==> src/rtl/bg_noise_calc_pkg.sv <==
// Shared constants and lane-indexing helpers for the background-noise accumulator.
package bg_noise_calc_pkg;

  localparam int unsigned LANES    = 16;
  localparam int unsigned SAMPLE_W = 8;
  localparam int unsigned NOISE_W  = 16;

  localparam int unsigned SAMPLE_BUS_W = LANES * SAMPLE_W;
  localparam int unsigned NOISE_BUS_W  = LANES * NOISE_W;

  // Saturation limits of one signed noise estimate
  localparam int NOISE_MAX = (1 << (NOISE_W - 1)) - 1;
  localparam int NOISE_MIN = -(1 << (NOISE_W - 1));

  // Bit offset of lane i within the packed sample bus
  function automatic int unsigned sample_lsb(input int unsigned lane);
    return SAMPLE_W * lane;
  endfunction

  // Bit offset of lane i within the packed noise bus
  function automatic int unsigned noise_lsb(input int unsigned lane);
    return NOISE_W * lane;
  endfunction

endpackage

==> src/rtl/bg_noise_lane.sv <==
// One lane: sign-extend sample and noise, add, saturate to the noise range.
module bg_noise_lane
  import bg_noise_calc_pkg::*;
(
  input  logic [SAMPLE_W-1:0] sample,
  input  logic [NOISE_W-1:0]  cur_noise,
  output logic [NOISE_W-1:0]  sum_c
);

  // One guard bit is enough: |sample| is far below 2^(NOISE_W-1)
  localparam int unsigned SUM_W = NOISE_W + 1;

  logic [SUM_W-1:0] sum_ext;

  // Full-precision two's complement sum, then clamp when the guard bit disagrees
  always_comb begin
    sum_ext = {{(SUM_W - SAMPLE_W){sample[SAMPLE_W-1]}}, sample}
            + {cur_noise[NOISE_W-1], cur_noise};
    sum_c   = sum_ext[NOISE_W-1:0];
    if (sum_ext[SUM_W-1] != sum_ext[SUM_W-2]) begin
      sum_c = sum_ext[SUM_W-1] ? NOISE_W'(NOISE_MIN) : NOISE_W'(NOISE_MAX);
    end
  end

endmodule

==> src/rtl/bg_noise_calc.sv <==
// Per-lane background-noise accumulator: one registered saturated update per valid cycle.
module bg_noise_calc
  import bg_noise_calc_pkg::*;
(
  input  logic                    clk,
  input  logic                    rst_n,
  input  logic                    in_valid,
  input  logic [SAMPLE_BUS_W-1:0] period_data,
  input  logic [NOISE_BUS_W-1:0]  cur_noise,
  output logic                    out_valid,
  output logic [NOISE_BUS_W-1:0]  updated_noise
);

  logic [NOISE_BUS_W-1:0] sum_c;

  // Independent saturating adder per lane
  for (genvar i = 0; i < int'(LANES); i++) begin : g_lane
    bg_noise_lane u_lane (
      .sample    (period_data[SAMPLE_W*i +: SAMPLE_W]),
      .cur_noise (cur_noise[NOISE_W*i +: NOISE_W]),
      .sum_c     (sum_c[NOISE_W*i +: NOISE_W])
    );
  end

  // Result register loads only on valid; out_valid marks the cycle after a load
  always_ff @(posedge clk or negedge rst_n) begin
    if (!rst_n) begin
      updated_noise <= '0;
      out_valid     <= 1'b0;
    end else begin
      out_valid <= in_valid;
      if (in_valid) begin
        updated_noise <= sum_c;
      end
    end
  end

endmodule

==> config.mk <==
export PLATFORM = sky130hd
export DESIGN_NAME = bg_noise_calc
export DESIGN_NICKNAME = d
export VERILOG_FILES = /design/src/rtl/bg_noise_calc_pkg.sv /design/src/rtl/bg_noise_lane.sv /design/src/rtl/bg_noise_calc.sv
export SDC_FILE = /design/constraint.sdc
export NUM_CORES = 1
export LEC_CHECK = 0
export ABC_AREA = 1
export BUFFER_PORTS_ARGS = -buffer_cell sky130_fd_sc_hd__buf_4
export CAP_MARGIN = 5
export CELL_PAD_IN_SITES_DETAIL_PLACEMENT = 1
export CELL_PAD_IN_SITES_GLOBAL_PLACEMENT = 2
export CORE_MARGIN = 8
export CORE_UTILIZATION = 30
export CTS_BUF_LIST = sky130_fd_sc_hd__clkbuf_4
export DETAILED_ROUTE_END_ITERATION = 10
export PLACE_DENSITY_LB_ADDON = 0.1
export SYNTH_ARGS = -nofsm -noshare
export SYNTH_HDL_FRONTEND = slang
export SYNTH_SLANG_ARGS = --single-unit
==> constraint.sdc <==
create_clock -name clk -period 0.8 [get_ports clk]
set_clock_uncertainty 0.1 [all_clocks]
set_input_delay 0.16 -clock clk [delete_from_list [all_inputs] [get_ports clk]]
set_output_delay 0.16 -clock clk [all_outputs]
set_load 0.01 [all_outputs]
==> impl_metrics.csv <==
group,metric,value,unit
run_status,status,"complete, but fails checks",
run_status,failing_checks,"hold timing, setup timing",
critical_path,setup.worst_path.class,"reg -> out",
clocking,worst_skew_pair.late_latency,0.86,ns
hold_path,min_path_cells,4,
grt,via_count_of_the_first_global_routing_pass,34700,
final_layout,summed_area_of_non_filler_cells_in_the_final_layout,0.0488,sq mm
yosys,synth_top_cells_by_count,"nand2_1, inv_1, nor2_1",
die,die_h,309,microns
yosys,synth_edf_count,0,
critical_path,r2r-end,"updated_noise[48]",
clocking,cts.clk_slew.worst_paths,0.07,ns
grt,antenna_found_initial,23,
critical_path,crit_path_cell_trace,"buf_6",
route,drc_errors,0,
pwr,clockPowerShare,16.5,%
yosys,synthesis.area_per_instance,6.68,sq um
critical_path,timing.critical_path.max_delay_family,"flip-flops",
die,chipWidth,309,microns
timing,grt_setup_unrepaired,"yes",
yosys,netlist.top_cell.by_area,"dfrtp_1",
timing,fin_hold_ws,-0.314,ns
pwr,peak_supply_drop,965,uV
timing,finalHoldViolations,316,
route,drt_first_pass_iters,5,
timing,maxSlewHeadroom,67.6,%
clocking,clockRootBuffer,"clkbuf_4",
placed_design,globalplace.congestion,0.878,
die,core,0.0850,sq mm
final_layout,num-nets-final,6214,
timing,fin_crit_sh,213,%
grt,globalRouteTotalUtil,25.2,%
final_layout,flow.area_growth_from_synthesis,89.7,%
job,count_of_max_cap_constraint_violations,0,
yosys,postSynth.asyncResetShare,100,%
placed_design,place_area,0.0382,sq mm
critical_path,timing.critical_path.fanout_max,2,
critical_path,cp.depth,1,
yosys,yosysUniqueCellTypes,29,
critical_path,worst_ep_arrival_time,1.45,ns
placed_design,buffer_ports.inserted,643,
yosys,syn_inst,3851,
timing,slew_viols_final,0,
route,avgViaCountPerCell,4.75,
yosys,syn_nets,4510,
grt,overflow,0,
yosys,synth_top_area_share,25.0,%
pwr,power.share.sequential,23.2,%
clocking,cts.path.max_buffers,3,
die,io_pins,644,
timing,timing_worst_slew_pin_value,0.484,ns
hold_path,hold_path_endpoint,"updated_noise[127]",
timing,fmax,0.586,GHz
clocking,cts_num_sinks,257,
pwr,power.switching,33400,uW
clocking,clock_tree_from_tritoncts,"built",
yosys,yosysMostFrequentCell,"nand2_1",
clocking,cts_made_buffers,82,
final_layout,layout-drive-gt1-share,52.0,%
timing,setup_ws,-0.907,ns
pwr,power_frac_comb,60.4,%
pwr,power.density_cell_area,1670,mW/mm^2
die,std_cell_rows,107,
route,dr.first_iter.drc_count,986,
die,fp.dieArea,0.0953,sq mm
yosys,post_synth_main_area_contributors,"dfrtp_1, nand2_1, ha_1",
grt,wire_length_of_the_first_global_routing_pass,191000,microns
timing,number_of_setup_violations_in_the_final_report,513,
yosys,ys.warnings.count,0,
placed_design,dpl.hpwl,96500,microns
yosys,synth_top_flop_cell,"dfrtp_1",
critical_path,slowest_delay,0.44,ns
yosys,synth.yosys.seq_area_share,25.0,%
die,initial_utilization,30.2,%
critical_path,cp-start-kind,"flip-flop",
critical_path,reg2reg_from,"updated_noise[48]",
hold_path,worst_hold_path_type,"in -> reg",
route,vias,32100,
route,antenna_left,0,
critical_path,reg2reg_setup_slack,-0.41,ns
hold_path,worstHoldStart,"in_valid",
timing,period_needed,1.71,ns
route,drt-wirelength-per-cell,19.4,microns
critical_path,critPathBufInv,1,
critical_path,worst-r2r-cell-count,4,
critical_path,slowest_library_cell_on_the_worst_path,"dfrtp_1",
route,drt_wl_total,131000,microns
clocking,ctsHtreeMaxLevel,3,
yosys,synthesis.area,0.0257,sq mm
pwr,switching_share,41.0,%
yosys,ys_ff_latch,257,
grt,grt_start_max_net_pins,38,
pwr,leakage,0.0245,uW
critical_path,cp-end-kind,"output pin",
critical_path,worstPathRequired,0.54,ns
pwr,internal-power,48000,uW
-- sequential cells by signal, summed over array words and instances (netlist names) --
name           flops
updated_noise    256
out_valid          1
-- layer usage --
layer,global-route usage [%],share of wire (%),vias up
li1,-,-,15700
met1,27.3,38,15500
met2,46.8,52,641
met3,5.91,5.4,255
met4,10.1,4.1,22
met5,0,0.11,-
-- worst max path at each step --
stage	from	end
2_1_floorplan	period_data[120]	updated_noise[240]
3_3_place_gp	period_data[39]	updated_noise[66]
3_5_place_dp	period_data[39]	updated_noise[67]
5_1_grt	updated_noise[0]	updated_noise[0]
6_report	updated_noise[0]	updated_noise[0]
4_1_cts	updated_noise[175]	updated_noise[175]
-- power by group through the flow --
stage / Sequential (uW) / Clock (uW) / Combinational, uW
after global placement: 18400 / 0 / 35100
final: 18900 / 13400 / 49100
after detailed placement: 18400 / 0 / 35700
after global routing: 19100 / 14600 / 52800
after CTS: 18700 / 13900 / 44500
after floorplan: 19300 / 0 / 15900
-- cell families after synthesis --
| group | after synthesis | share of synthesized area [%] |
|---|---|---|
| adders and majority gates | 272 | 13.7 |
| DFF | 257 | 25.0 |
| buffers and inverters | 547 | 8.96 |
| AOI/OAI and AO/OA | 566 | 14.3 |
| and+or+nand+nor | 2049 | 32.6 |
| xor gates and xnor gates | 160 | 5.45 |
-- metrics by stage --
| stage | power [uW] | utilization (%) | std cells | setup TNS [ns] | setup slack (ns) |
|---|---|---|---|---|---|
| finish | 81400 | 57.4 | 6763 | -315.28 | -0.907 |
| global route | 86500 | 57.4 | 6758 | -338.37 | -0.980 |
| CTS | 77200 | 54.0 | 6653 | -335.55 | -1.01 |
| detailed placement | 54200 | 44.9 | 6317 | -342.88 | -1.49 |
| global placement | 53500 | 44.9 | 6317 | -333.10 | -1.44 |
| floorplan | 35200 | - | 3851 | -247.68 | -1.01 |
-- worst register-to-register path: stages, from the launching register on --
cell and delay, ns:
dfrtp_1 0.40, buf_4 0.14, buf_4 0.12, nor2_1 0.21
o21ai_2 0.13
-- placed cells by master (no fill, tap or decap), types with 41 or more instances in the layout --
cell type / instances
ha_4: 212
inv_2: 42
xnor2_1: 49
o21ai_2: 41
xor2_1: 102
buf_12: 55
inv_1: 439
nand2_2: 247
nand2_1: 967
buf_6: 333
clkbuf_4: 116
a21oi_4: 41
buf_4: 1213
dfrtp_1: 250
nand2_4: 123
nand3_1: 145
nand3_2: 46
a21oi_2: 281
a21oi_1: 154
nor2_1: 384
-- what timing repair did --
item	in CTS	in global routing
endpoints found under the setup margin	513	518
pin swaps	205	256
gates resized for setup	925	531
gates cloned	22	7
endpoints found under the hold margin	514	478
hold buffers	42	1
setup buffers	145	120
-- area by class of cell --
cell class | instances | area [sq um]
sequential | 257 | 6440
antenna | 16 | 40.0
clock buffer | 116 | 871
multi-input combinational | 3055 | 23000
inverter | 482 | 1820
timing repair buffer | 1677 | 15100
fill | 10200 | 36200
tap | 1144 | 1430
clock inverter | 16 | 63.8
No activity file was read; power rests on OpenSTA's default activity.
